--- config.mk ---
export PLATFORM = sky130hd
export DESIGN_NAME = uart_image_loader
export DESIGN_NICKNAME = d
export VERILOG_FILES = /design/src/rtl/uart_image_loader.sv
export SDC_FILE = /design/constraint.sdc
export NUM_CORES = 1
export LEC_CHECK = 0
export ABC_AREA = 1
export BUFFER_PORTS_ARGS = -buffer_cell sky130_fd_sc_hd__buf_4
export CORE_MARGIN = 4
export CORE_UTILIZATION = 25
export CTS_CLUSTER_SIZE = 12
export DETAILED_ROUTE_END_ITERATION = 10
export GPL_ROUTABILITY_DRIVEN = 0
export GPL_TIMING_DRIVEN = 0
export HOLD_SLACK_MARGIN = 0.06
export RECOVER_POWER = 50
export SLEW_MARGIN = 5
export SYNTH_ARGS = -nofsm -noshare
export SYNTH_HDL_FRONTEND = slang
export SYNTH_SLANG_ARGS = --single-unit
export TNS_END_PERCENT = 10
--- constraint.sdc ---
create_clock -name clk -period 3.03 [get_ports clk]
set_input_delay 0.1515 -clock clk [delete_from_list [all_inputs] [get_ports clk]]
set_output_delay 0.1515 -clock clk [all_outputs]
set_load 0.05 [all_outputs]
--- src/rtl/uart_image_loader.sv ---
// UART 8N1 receiver feeding a sequential byte loader into data memory.
// The receiver runs continuously; the loader only writes while a load is in progress.
module uart_image_loader #(
   parameter int CLK_HZ    = 50000000,
   parameter int BAUD      = 115200,
   parameter int ADDR_W    = 19,
   parameter int BASE_ADDR = 0,
   parameter int IMG_BYTES = 307200
) (
   input  logic              clk,
   input  logic              rst,
   input  logic              start,
   input  logic              uart_rx,
   output logic [ADDR_W-1:0] m_address,
   output logic [7:0]        m_wdata,
   output logic              m_wren,
   output logic              busy,
   output logic              done,
   output logic              frame_err,
   output logic [ADDR_W-1:0] byte_count
);
   localparam int CPB  = CLK_HZ / BAUD;
   localparam int HALF = CPB / 2;
   localparam int CW   = $clog2(CPB + 1);
   localparam logic [CW-1:0]     CPB_M1  = CW'(CPB - 1);
   localparam logic [CW-1:0]     HALF_M1 = CW'(HALF - 1);
   localparam logic [ADDR_W:0]   IMG_END = (ADDR_W + 1)'(IMG_BYTES);
   localparam logic [ADDR_W-1:0] BASE    = ADDR_W'(BASE_ADDR);

   typedef enum logic [2:0] {RX_IDLE, RX_START, RX_DATA, RX_STOP, RX_WAIT} rx_state_t;
   typedef enum logic [1:0] {L_IDLE, L_RECV, L_WRITE, L_DONE} ld_state_t;

   rx_state_t       rx_state;
   ld_state_t       ld_state;
   logic [1:0]      sync;
   logic            rxs;
   logic [CW-1:0]   cnt;
   logic [2:0]      bit_idx;
   logic [7:0]      shreg;
   logic            rx_valid;
   logic            rx_ferr;
   logic [ADDR_W:0] cnt_next;

   assign rxs      = sync[1];
   assign cnt_next = {1'b0, byte_count} + 1'b1;

   // Receiver: samples mid-bit, then waits for the line to return high so a
   // held-low break yields a single framing error rather than a byte stream.
   always_ff @(posedge clk or posedge rst) begin
      if (rst) begin
         sync     <= 2'b11;
         rx_state <= RX_IDLE;
         cnt      <= '0;
         bit_idx  <= '0;
         shreg    <= '0;
         rx_valid <= 1'b0;
         rx_ferr  <= 1'b0;
      end else begin
         sync     <= {sync[0], uart_rx};
         rx_valid <= 1'b0;
         rx_ferr  <= 1'b0;
         case (rx_state)
            RX_IDLE: if (!rxs) begin
               rx_state <= RX_START;
               cnt      <= '0;
               bit_idx  <= '0;
            end
            RX_START: if (cnt == HALF_M1) begin
               cnt      <= '0;
               rx_state <= rxs ? RX_IDLE : RX_DATA;
            end else cnt <= cnt + 1'b1;
            RX_DATA: if (cnt == CPB_M1) begin
               cnt     <= '0;
               shreg   <= {rxs, shreg[7:1]};
               bit_idx <= bit_idx + 1'b1;
               if (bit_idx == 3'd7) rx_state <= RX_STOP;
            end else cnt <= cnt + 1'b1;
            RX_STOP: if (cnt == CPB_M1) begin
               cnt      <= '0;
               rx_valid <= rxs;
               rx_ferr  <= !rxs;
               rx_state <= RX_WAIT;
            end else cnt <= cnt + 1'b1;
            RX_WAIT: if (rxs) rx_state <= RX_IDLE;
            default: rx_state <= RX_IDLE;
         endcase
      end
   end

   always_ff @(posedge clk or posedge rst) begin
      if (rst) begin
         ld_state   <= L_IDLE;
         m_address  <= '0;
         m_wdata    <= '0;
         m_wren     <= 1'b0;
         busy       <= 1'b0;
         done       <= 1'b0;
         frame_err  <= 1'b0;
         byte_count <= '0;
      end else begin
         case (ld_state)
            L_IDLE, L_DONE: if (start) begin
               byte_count <= '0;
               frame_err  <= 1'b0;
               busy       <= 1'b1;
               done       <= 1'b0;
               ld_state   <= L_RECV;
            end
            L_RECV: if (rx_valid) begin
               m_wren    <= 1'b1;
               m_address <= BASE + byte_count;
               m_wdata   <= shreg;
               ld_state  <= L_WRITE;
            end else if (rx_ferr) frame_err <= 1'b1;
            L_WRITE: begin
               m_wren     <= 1'b0;
               byte_count <= cnt_next[ADDR_W-1:0];
               if (cnt_next == IMG_END) begin
                  busy     <= 1'b0;
                  done     <= 1'b1;
                  ld_state <= L_DONE;
               end else ld_state <= L_RECV;
            end
            default: ld_state <= L_IDLE;
         endcase
      end
   end
endmodule
# ---- Yosys cells after proc, flatten, opt, wreduce, memory -nomap -nowiden
# Index checks and enable logic that the tools add are counted.
dict set report word_totals {
  output_inout_bits 50
  word_cells 96
  reg_bits 79
}
dict set report classes {
  n_eq_ne 22
  n_addsub 3
  n_reduce_logical 20
  mux 36
}
# cell n
set op_table {}
lappend op_table {{$pmux 19 s2} 1}
lappend op_table {{$mux 9} 3}
lappend op_table {{$pmux 9 s3} 1}
lappend op_table {{$mux 3} 8}
lappend op_table {{$ne 2x2->1 const B} 11}
lappend op_table {{$add 19x1->20 const B} 1}
lappend op_table {{$eq 20x19->1 const B} 1}
lappend op_table {{$mux 19} 1}
lappend op_table {{$pmux 3 s5} 1}
lappend op_table {{$reduce_and 2->1} 6}
lappend op_table {{$mux 1} 11}
lappend op_table {{$add 9x1->9 const B} 1}
lappend op_table {{$eq 9x8->1 const B} 1}
lappend op_table {{$eq 9x9->1 const B} 1}
lappend op_table {{$mux 2} 4}
lappend op_table {{$pmux 1 s2} 4}
lappend op_table {{$reduce_bool 2->1} 4}
lappend op_table {{$eq 3x2->1 const B} 2}
lappend op_table {{$eq 3x3->1 const B} 2}
lappend op_table {{$pmux 2 s3} 1}
lappend op_table {{$pmux 3 s2} 1}
lappend op_table {{$reduce_and 3->1} 2}
lappend op_table {{$reduce_and 6->1} 1}
lappend op_table {{$eq 2x2->1 const B} 2}
lappend op_table {{other kinds (9)} 10}

# ---- Depth between registers and ports, before layout
# Gate-level depths: netlist of run 1.
dict set report logic_depth {
  ltp_word 4
  ltp_mapped 15
  ltp_nobuf 15
}

# ---- Worst setup path after synthesis of run 1
# No wires, ideal clock.
dict set report synth_timing {
  path_kind {flip-flop to flip-flop}
  startpoint {register byte_count[1]}
  endpoint {register busy}
  setup_ns 0.123
  required_ns 2.907
  t_arrival_ns 1.959
  path_slack_ns 0.948
  stages_incl_launch_ff 15
  path_buffers 0
  path_cell_list {dfrtp_1 -> ha_1 -> nand2_2 -> nor2_4 -> nand2_2 -> nor2_2 -> nand2_1 -> nand2_1 -> nand2_1 -> nor2_1 -> nand2_1 -> nor2_2 -> nand3_1 -> nand2_1 -> o21ai_1}
}
dict set report synth_via {
  elab_chain_len 4
}
# item line_no
set synth_rtl {}
lappend synth_rtl {{start: declaration} 20} ;# output logic [ADDR_W-1:0] byte_count
lappend synth_rtl {{start signal: assignment} 117} ;# byte_count <= cnt_next[ADDR_W-1:0];
lappend synth_rtl {{$add 19x1->20} 45} ;# assign cnt_next = {1'b0, byte_count} + 1'b1;
lappend synth_rtl {{$eq 20x19->1} 118} ;# if (cnt_next == IMG_END) begin
lappend synth_rtl {{$ne 2x2->1 (no line)} -}
lappend synth_rtl {{$reduce_and 3->1 (no line)} -}
lappend synth_rtl {{end signal: assignment} 96} ;# busy <= 1'b0;
lappend synth_rtl {{end signal: assignment} 105} ;# busy <= 1'b1;
lappend synth_rtl {{end signal: assignment} 119} ;# busy <= 1'b0;
lappend synth_rtl {{end: declaration} 17} ;# output logic busy,
# No other way between the ends.
# A chain may end at the register's enable or synchronous reset.

# ---- Worst setup path in the final report of run 1
dict set report layout_timing {
  startpoint {register ld_state[0]}
  endpoint {register byte_count[16]}
}
dict set report layout_via {
  elab_chain_len 4
}
# item line_no
set layout_rtl {}
lappend layout_rtl {{start: declaration} 34} ;# ld_state_t ld_state;
lappend layout_rtl {{start signal: assignment} 92} ;# ld_state <= L_IDLE;
lappend layout_rtl {{start signal: assignment} 107} ;# ld_state <= L_RECV;
lappend layout_rtl {{start signal: assignment} 113} ;# ld_state <= L_WRITE;
lappend layout_rtl {{$eq 2x2->1 or $logic_not 2->1 (tied branches)} 101} ;# case (ld_state)
lappend layout_rtl {{$reduce_or 2->1} 101}
lappend layout_rtl {{$ne 2x2->1 (no line) or $reduce_bool 2->1 (tied branches)} -}
lappend layout_rtl {{$reduce_and 2->1 (no line)} -}
# Parallel ways exist; a longest one is shown, timed or not.

==> reports/qor.csv, run 1 <==
stage,metric,value,unit
timing,rsz0062_at_grt,false,
worst_setup_path,critPathMaxStageDelay,0.41,ns
detailed_routing,vias_per_cell,4.66,
detailed_routing,drtAntennaViolNets,0,
clock_tree,clk_pin_slew,0.06,ns
synthesis,syn_area_per_cell,8.11,sq um
worst_setup_path,arrival,2.62,ns
final_layout,nNetsFinal,549,
clock_tree,cts_tree,done,
place,dp_hpwl,7390,microns
synthesis,synth_cell_types,29,
timing,hold_ws,0.159,ns
synthesis,synth_edf_count,0,
detailed_routing,drt_wl_total,9840,microns
detailed_routing,drc,0,
detailed_routing,via_count,3377,
synthesis,netlist_area,3800,sq um
floorplan,die_h,131,microns
timing,fmaxAchievable,413,MHz
synthesis,synth_fp_nets,482,
clock_tree,clk_path_buf_depth,2,
timing,tightest_slew,1.80,ns
synthesis,synth_seq_cells,79,
floorplan,start_util,0.259,
clock_tree,cts.sinks,79,
clock_tree,h-tree-depth,3,
floorplan,die-area,17200,sq um
global_routing,grt_pass1_vias,3348,
clock_tree,postCtsSetupRepairBufs,0,
global_routing,grt_pass1_wl,16700,microns
timing,skew,0.00995,ns
timing,fin_ws,0.608,ns
floorplan,ios,54,
timing,hold_viol,0,
floorplan,placementRows,44,
synthesis,yosysSeqAreaShare,0.521,
final_layout,drive_above_1_share,0.105,
timing,finalCritPeriodShare,0.799,
worst_setup_path,slowest_stage,nor2_1,
status,violations,"max-capacitance violations, max-slew violations",
worst_setup_path,cpMostUsedCell,inv_1,
timing,setup_tns,0,ns
clock_tree,cts_buffers,9,
worst_setup_path,rr_worst_depth,9,
place,dp_slack,0.618,ns
worst_setup_path,crit_buf_inv,4,
worst_setup_path,crit_required,3.23,ns
clock_tree,cts-root-buf,clkbuf_16,
power_and_ir_drop,p_leak,2.11,nW
timing,relSlewSlack,-0.207,
worst_setup_path,cp_cell_sequence,"inv_1, ha_1, inv_1, nor2_1, nor2_1, inv_1, nand2_1, clkbuf_1, o21ai_0",
worst_hold_path,min_path_type,input pin to flop,
detailed_routing,drt_iter0_drc,238,
worst_hold_path,hold_depth,5,
worst_setup_path,start_kind,flop,
synthesis,ys_warn_count,0,
global_routing,grt_max_degree,42,
final_layout,area_growth_syn_to_layout,22.5,%
worst_setup_path,crit_fanout,10,
run,cap_violations,1,
power_and_ir_drop,ir_drop,0.268,mV
status,outcome,"complete, but fails checks",
timing,drv_slew,39,
place,numPortBuffers,53,
final_layout,antenna_cells,0,
worst_setup_path,critical_path_class,flop to flop,
global_routing,grt_overflow_total,0,
timing,setup_viol,0,
synthesis,syn_inst,469,
floorplan,die_w,131,microns
global_routing,antenna_found_initial,0,
worst_setup_path,cp.depth,9,
synthesis,synthArstFlopShare,1.00,
synthesis,synth-main-ff-cell,dfrtp_1,
power_and_ir_drop,pwr_density_cell,552,nW/um^2
timing,min_period,2.42,ns
power_and_ir_drop,total_power,2.57,mW
worst_setup_path,cp_top_family,buffers and inverters,
detailed_routing,first_pass_iters,4,
worst_setup_path,worstSetupEndpointType,flop,
global_routing,grtUsageTotal,0.118,
floorplan,core_area,14700,sq um
clock_tree,clk-insertion-delay-late,0.34,ns
detailed_routing,wl_per_cell,13.6,microns
final cells by class:
cell class | count | area [sq um]
repair buffers | 56 | 314
multi-input cells | 314 | 1540
flip-flops and latches | 79 | 1980
well taps | 184 | 230
clock buffers | 13 | 270
plain buffers | 10 | 38.8
fillers | 1532 | 10000
inverters | 66 | 249
clock inverters | 3 | 40.0
synthesized netlist by cell type (2+ instances only):
library cell  number  area, sq um
nand4_1           11         68.8
clkbuf_1           9         33.8
nor4_1             2         12.5
nor2_2             9         56.3
nor3_1             8         40.0
o21ai_0           59          295
xor2_1             3         26.3
o22ai_1            9         56.3
nand2_1          124          465
nor2_1            33          124
nand2_2            3         18.8
dfstp_2            2         52.6
o21ai_1            2         10.0
inv_1             63          236
dfrtp_1           77         1930
a21oi_1            5         25.0
ha_1               9          113
nand3_1           29          145
inv_2              2         7.51
flip-flops by register name, summed over array words and instances (netlist names), 2 cells and up:
signal,cells
shreg,8
ld_state,2
m_wdata,8
sync,2
byte_count,19
rx_state,3
bit_idx,3
cnt,9
m_address,19
routing by layer:
| layer | vias up | track usage | routed length (microns) |
|---|---|---|---|
| met5 | - | 0 | 0 |
| met4 | 0 | 0.0373 | 182 |
| met3 | 14 | 0.0371 | 591 |
| met2 | 101 | 0.200 | 4740 |
| met1 | 1602 | 0.144 | 4330 |
| li1 | 1660 | - | - |
worst min-delay path, cell delays in order:
cell and delay [ns]:
buf_4 0.08, nor2_1 0.05, inv_1 0.06, nand3_1 0.06, nand2_1 0.06
kinds of logic after synthesis:
kind of cell / share of synthesized area
fa+ha+maj: 0.0296
buf+inv: 0.0754
flops: 0.521
xor+xnor: 0.00691
compound gates: 0.108
simple gates: 0.260
cell usage in the layout, fill, tap and decap left out, types with 3 or more instances in the layout:
cell type / synthesis / final
dfrtp_1: 77 / 77
nor3_1: 8 / 8
nor2_1: 33 / 33
nand4_1: 11 / 11
nand2_2: 3 / 3
nor2_2: 9 / 9
o22ai_1: 9 / 9
nand2_1: 124 / 124
clkbuf_16: 0 / 9
ha_1: 9 / 9
inv_1: 63 / 62
buf_4: 0 / 18
xor2_1: 3 / 3
clkbuf_1: 9 / 43
o21ai_0: 59 / 59
nand3_1: 29 / 29
a21oi_1: 5 / 5
clkbuf_8: 0 / 3
final timing paths:
path | slack, ns | to | startpoint
min in group asynchronous | 0.83 | rx_state[1] | rst
worst min register to register | 0.36 | sync[1] | sync[0]
worst max-delay path | 0.61 | byte_count[16] | ld_state[0]
max in group asynchronous | 1.35 | m_address[8] | rst
worst max register to register | 0.61 | byte_count[16] | ld_state[0]
worst min-delay path | 0.16 | frame_err | start
per-stage QoR:
step	util	cell area, sq um	std cells
5_1_grt	0.317	4660	725
6_report	0.317	4660	725
2_1_floorplan	-	3800	469
4_1_cts	0.325	4780	725
3_3_place_gp	0.301	4430	706
3_5_place_dp	0.303	4450	707
report_power, final:
group | internal, mW | switching (mW) | total (mW)
combinational | 0.0889 | 0.256 | 0.345
sequential | 1.08 | 0.0304 | 1.11
clock | 0.703 | 0.412 | 1.11
timing repair:
| action | in CTS | in global routing |
|---|---|---|
| hold endpoints to repair | 37 | 0 |
| resized for setup | 0 | 0 |
| hold buffers | 2 | 0 |
Power figures use the tool's default switching activity.
==> run 2, diff against run 1 <==
- clock period: 3.03 -> 2.4 ns (I/O delays scaled with it)
==> reports/qor.csv, run 2 (same netlist as run 1, synthesis figures left out) <==
stage,metric,value,unit,change
place,dp_hpwl,7390,microns,unchanged
global_routing,grt_overflow_total,0,,unchanged
global_routing,grt_pass1_wl,16700,microns,unchanged
timing,relSlewSlack,-0.0313,,+0.176
final_layout,stdcell_count,725,,unchanged
timing,drv_slew,39,,unchanged
clock_tree,clk-insertion-delay-late,0.34,ns,about the same
clock_tree,cts.sinks,79,,unchanged
worst_setup_path,critPathMaxStageDelay,0.39,ns,-0.02 ns
worst_setup_path,critical_path_class,flop to flop,,
worst_setup_path,worstSetupEndpointType,flop,,
detailed_routing,drtAntennaViolNets,0,,unchanged
final_layout,drive_above_1_share,0.107,,+0.00185
floorplan,core_area,14700,sq um,unchanged
clock_tree,h-tree-depth,3,,unchanged
final_layout,final_common_cell,nand2_1,,
final_layout,reg.largest.list,"byte_count x19, m_address x19, cnt x9",,
place,dp_cells,707,,unchanged
clock_tree,cts-root-buf,clkbuf_16,,
final_layout,n_fill_cell,1536,,+0.26%
place,numPortBuffers,53,,unchanged
worst_setup_path,r2r_setup_slack,0.23,ns,-0.38 ns
worst_setup_path,slowest_stage,dfrtp_1,,
final_layout,area_growth_syn_to_layout,22.6,%,about the same
floorplan,die_w,131,microns,unchanged
clock_tree,postCtsSetupRepairBufs,0,,unchanged
worst_setup_path,arrival,2.39,ns,-0.23 ns
detailed_routing,drc,0,,unchanged
worst_setup_path,crit_fanout,10,,unchanged
detailed_routing,wl_per_cell,13.6,microns,about the same
power_and_ir_drop,p_sw,0.885,mW,+27%
power_and_ir_drop,sequentialPowerShare,0.432,,about the same
clock_tree,clk_path_buf_depth,2,,unchanged
detailed_routing,first_pass_iters,4,,unchanged
floorplan,placementRows,44,,unchanged
power_and_ir_drop,combPwrFrac,0.136,,+0.002
timing,fin_ws,0.228,ns,-0.381 ns
worst_setup_path,crit_buf_inv,4,,unchanged
floorplan,die-area,17200,sq um,unchanged
run,cap_violations,1,,unchanged
worst_setup_path,start_kind,flop,,
floorplan,start_util,0.259,,unchanged
timing,skew,0.00995,ns,+0.00000641 ns
worst_setup_path,crit_required,2.62,ns,-0.61 ns
worst_hold_path,min_path_type,input pin to flop,,
power_and_ir_drop,p_clk_frac,0.432,,about the same
final_layout,antenna_cells,0,,unchanged
detailed_routing,drt_iter0_drc,236,,-0.84%
power_and_ir_drop,power.internal,2.37,mW,+26%
final_layout,seqCellArea,1980,sq um,unchanged
global_routing,grtUsageTotal,0.118,,unchanged
final_layout,final_cell_mix,"nand2_1, dfrtp_1, inv_1",,
timing,setup_viol,0,,unchanged
final_layout,nNetsFinal,549,,unchanged
power_and_ir_drop,pwr_density_cell,698,nW/um^2,+26%
detailed_routing,via_count,3360,,-0.50%
timing,min_period,2.17,ns,-0.249 ns
clock_tree,clk_pin_slew,0.06,ns,about the same
power_and_ir_drop,switching_share,0.272,,+0.000401
worst_setup_path,cpMostUsedCell,inv_1,,
worst_setup_path,cp_cell_sequence,"inv_1, ha_1, inv_1, nor2_1, nor2_2, inv_1, nand2_1, clkbuf_2, nand3_1, nand2_1, o21ai_1",,
detailed_routing,drt_wl_total,9850,microns,about the same
timing,rsz0062_at_grt,false,,
worst_setup_path,cp_top_family,simple AND/OR/NAND/NOR gates,,
clock_tree,cts_tree,done,,
power_and_ir_drop,p_leak,2.12,nW,+0.38%
place,dp_slack,-0.0118,ns,-0.630 ns
clock_tree,cts_buffers,9,,unchanged
timing,hold_viol,0,,unchanged
timing,finalCritPeriodShare,0.905,,+0.106
power_and_ir_drop,ir_drop,0.338,mV,+26%
final_layout,multi_input_area,1540,sq um,+0.16%
floorplan,ios,54,,unchanged
floorplan,die_h,131,microns,unchanged
status,outcome,"complete, but fails checks",,
global_routing,grt_pass1_vias,3348,,unchanged
status,violations,"max-capacitance violations, max-slew violations",,
global_routing,antenna_found_initial,0,,unchanged
timing,tightest_slew,1.55,ns,-0.255 ns
global_routing,grt_max_degree,42,,unchanged
detailed_routing,vias_per_cell,4.63,,-0.50%
timing,fmaxAchievable,460,MHz,+11%
==> run 2: cell count changes in the layout (fill, tap and decap cells not counted) <==
cell        change
clkinvlp_2      -1
inv_1           +1
clkbuf_1        -1
clkbuf_2        +1
nor2_2          +1
nor2_1          -1
==> run 2: cell type report <==
cell class                      instances  area share
Clock inverter                          3     0.00859
Tap cell                              184      0.0494
Buffer                                 10     0.00859
Multi-Input combinational cell        314       0.330
Clock buffer                           13      0.0580
Sequential cell                        79       0.425
Timing Repair Buffer                   56      0.0674
Inverter                               66      0.0532
==> run 2: worst paths after layout <==
check / startpoint / endpoint / cells past startpoint
min reg2reg: sync[0] / sync[1] / 0
min in group asynchronous: rst / rx_state[1] / 3
min: start / frame_err / 5
max reg2reg: ld_state[0] / busy / 11
max in group asynchronous: rst / byte_count[5] / 3
max: ld_state[0] / busy / 11
==> run 2: worst min-delay path, stage by stage <==
cell     delay, ns
buf_4         0.08
nor2_1        0.05
inv_1         0.06
nand3_1       0.06
nand2_1       0.06
==> run 2: routing by layer <==
| metal | vias to the layer above | GRT usage | wire, microns | share of wire |
|---|---|---|---|---|
| met4 | 0 | 0.0373 | 182 | 0.018 |
| met1 | 1592 | 0.144 | 4340 | 0.44 |
| met3 | 16 | 0.0371 | 601 | 0.061 |
| li1 | 1659 | - | - | - |
| met5 | - | 0 | 0 | 0 |
| met2 | 93 | 0.200 | 4730 | 0.48 |
==> run 2: power groups by stage <==
stage / logic, mW / clock network (mW) / registers (mW)
floorplan: 0.244 / 0 / 1.48
global placement: 0.422 / 0 / 1.43
detailed placement: 0.438 / 0 / 1.43
CTS: 0.448 / 1.45 / 1.41
global route: 0.493 / 1.50 / 1.41
finish: 0.442 / 1.41 / 1.41
==> run 2: repair_timing <==
item	4_1_cts	5_1_grt
gates resized for setup	2	0
endpoints found under the hold margin	37	0
endpoints found under the setup margin	10	0
hold buffers	2	0
==> run 2: per-stage QoR <==
step	hold WS (ns)	instance area (sq um)	setup TNS [ns]	utilization	power, mW
after floorplan	0.124	3800	0	-	1.72
after global placement	0.229	4430	-54.57	0.301	1.85
after detailed placement	0.199	4450	-0.0435	0.303	1.87
after CTS	0.128	4790	0	0.326	3.30
after global routing	0.145	4660	0	0.317	3.41
final	0.135	4660	0	0.317	3.25
==> run 3, diff against run 2 <==
- BUFFER_PORTS_ARGS: -buffer_cell sky130_fd_sc_hd__buf_4 -> -buffer_cell sky130_fd_sc_hd__buf_2
==> reports/qor.csv, run 3 (same netlist as run 1, synthesis figures left out) <==
stage,metric,value,unit,change
place,dp_hpwl,7050,microns,-4.6%
final_layout,nNetsFinal,549,,unchanged
timing,setup_tns,0,ns,unchanged
global_routing,grt_use_met2,0.189,,-0.0104
worst_setup_path,reg2reg_from,ld_state[0],,
clock_tree,h-tree-depth,3,,unchanged
clock_tree,cts.sinks,79,,unchanged
global_routing,grt_use_met1,0.150,,+0.00534
worst_setup_path,start_kind,flop,,
timing,relSlewSlack,-0.156,,-0.125
power_and_ir_drop,total_power,3.44,mW,+5.7%
detailed_routing,drtAntennaViolNets,0,,unchanged
worst_setup_path,crit_fanout,10,,unchanged
timing,fmaxAchievable,469,MHz,+1.9%
timing,rsz0062_at_grt,false,,
worst_setup_path,cp_cell_sequence,"inv_1, ha_1, inv_1, nor2_1, nor2_2, inv_1, nand2_1, clkbuf_2, nand3_1, a21oi_1",,
status,outcome,"complete, but fails checks",,
floorplan,placementRows,44,,unchanged
floorplan,die_w,131,microns,unchanged
worst_setup_path,critical_path.endpoint,done,,
timing,finalCritPeriodShare,0.889,,-0.0165
timing,drv_slew,44,,+13%
place,dp_cells,707,,unchanged
run,cap_violations,1,,unchanged
detailed_routing,first_pass_iters,6,,+2
timing,skew,0.00966,ns,-0.000290 ns
power_and_ir_drop,power.internal,2.54,mW,+7.4%
clock_tree,cts-root-buf,clkbuf_16,,
timing,hold_ws,0.131,ns,-0.00348 ns
detailed_routing,drt_wl_total,9560,microns,-2.9%
global_routing,grt_overflow_total,0,,unchanged
worst_setup_path,critPathMaxStageDelay,0.40,ns,about the same
floorplan,die-area,17200,sq um,unchanged
worst_setup_path,crit_required,2.64,ns,+0.02 ns
detailed_routing,via_count,3244,,-3.5%
worst_hold_path,min_path_type,input pin to flop,,
global_routing,grt_use_met3,0.0302,,-0.00688
timing,setup_viol,0,,unchanged
final_layout,final_cell_mix,"nand2_1, dfrtp_1, inv_1",,
final_layout,reg.largest.list,"byte_count x19, m_address x19, cnt x9",,
floorplan,start_util,0.259,,unchanged
worst_setup_path,cpMostUsedCell,inv_1,,
final_layout,stdcell_count,725,,unchanged
worst_setup_path,cp-startpoint,ld_state[0],,
power_and_ir_drop,switching_share,0.260,,-0.0116
detailed_routing,drt_iter0_drc,203,,-14%
detailed_routing,vias_per_cell,4.47,,-3.5%
timing,tightest_slew,1.73,ns,+0.187 ns
worst_setup_path,rr_worst_depth,10,,-1
timing,min_period,2.13,ns,-0.0396 ns
power_and_ir_drop,combPwrFrac,0.124,,-0.012
power_and_ir_drop,p_leak,2.16,nW,+2.0%
clock_tree,cts_tree,done,,
clock_tree,postCtsSetupRepairBufs,0,,unchanged
detailed_routing,wl_per_cell,13.2,microns,-2.9%
detailed_routing,drc,0,,unchanged
global_routing,grt_pass1_wl,16200,microns,-2.6%
clock_tree,clk-insertion-delay-late,0.34,ns,about the same
timing,hold_viol,0,,unchanged
final_layout,area_growth_syn_to_layout,22.6,%,about the same
clock_tree,clk_path_buf_depth,2,,unchanged
power_and_ir_drop,pwr_density_cell,738,nW/um^2,+5.6%
final_layout,final_common_cell,nand2_1,,
power_and_ir_drop,p_clk_frac,0.466,,+0.034
power_and_ir_drop,sequentialPowerShare,0.409,,-0.023
power_and_ir_drop,ir_drop,0.337,mV,-0.28%
global_routing,grtUsageTotal,0.115,,-0.00297
status,violations,"max-capacitance violations, max-slew violations",,
clock_tree,cts_buffers,9,,unchanged
final_layout,utilization,0.317,,about the same
final_layout,antenna_cells,0,,unchanged
power_and_ir_drop,p_sw,0.895,mW,+1.2%
global_routing,antenna_found_initial,0,,unchanged
final_layout,drive_above_1_share,0.118,,+0.0111
worst_setup_path,slowest_stage,dfrtp_1,,
floorplan,ios,54,,unchanged
place,numPortBuffers,53,,unchanged
floorplan,core_area,14700,sq um,unchanged
worst_setup_path,r2r_setup_slack,0.27,ns,+0.04 ns
worst_setup_path,worst_r2r_endpoint,done,,
worst_setup_path,arrival,2.38,ns,about the same
global_routing,grt_max_degree,45,,+7.1%
global_routing,top_usage_layer,met2,,
global_routing,grt_pass1_vias,3211,,-4.1%
worst_setup_path,critical_path_class,flop to flop,,
worst_setup_path,worstSetupEndpointType,flop,,
floorplan,die_h,131,microns,unchanged
clock_tree,clk_pin_slew,0.06,ns,about the same
[run 3: cell count changes in the layout (fill, tap and decap cells not counted), sizes merged]
cell / previous run / this run
buf: 19 / 26
bufinv: 1 / 3
clkbuf: 58 / 49
[run 3: power by group through the flow]
| stage | Clock, mW | Combinational [mW] | Sequential, mW |
|---|---|---|---|
| floorplan | 0 | 0.244 | 1.48 |
| global placement | 0 | 0.414 | 1.43 |
| detailed placement | 0 | 0.425 | 1.43 |
| CTS | 1.65 | 0.430 | 1.41 |
| global route | 1.71 | 0.483 | 1.41 |
| finish | 1.60 | 0.428 | 1.41 |
[run 3: per-stage QoR]
stage / instance area, sq um / setup WS (ns)
6_report: 4660 / 0.267
3_3_place_gp: 4300 / -0.783
3_5_place_dp: 4320 / 0.0215
2_1_floorplan: 3800 / 0.260
5_1_grt: 4660 / 0.0832
4_1_cts: 4700 / 0.0270
[run 3: how the worst min path moves through the flow]
stage               startpoint       to  cells past startpoint
floorplan              uart_rx  sync[0]                      0
global placement       uart_rx  sync[0]                      1
detailed placement         rst   cnt[1]                      2
CTS                      start     busy                      3
global route             start     busy                      3
finish                   start     busy                      3
[run 3: repair_timing]
item,in CTS,in global routing
setup endpoints to repair,1,2
hold buffers,2,0
resized for setup,1,1
hold endpoints to repair,42,0
[run 3: per-layer routing]
layer,share of wire,up-vias
li1,-,1662
met1,0.46,1504
met2,0.48,65
met3,0.054,13
met4,0.012,0
met5,0,-
[run 3: critical path: cells and delay by family (launching register included)]
family	cells	cell delay (ns)
fa+ha+maj	1	0.32
buf+inv	4	0.60
flops	1	0.40
compound gates	1	0.17
simple gates	4	0.54
[run 3: area by class of cell]
class | count | area, sq um
fillers | 1551 | 10000
repair buffers | 56 | 270
well taps | 184 | 230
plain buffers | 10 | 40.0
multi-input cells | 314 | 1540
clock buffers | 11 | 253
clock inverters | 5 | 104
flip-flops and latches | 79 | 1980
inverters | 66 | 248
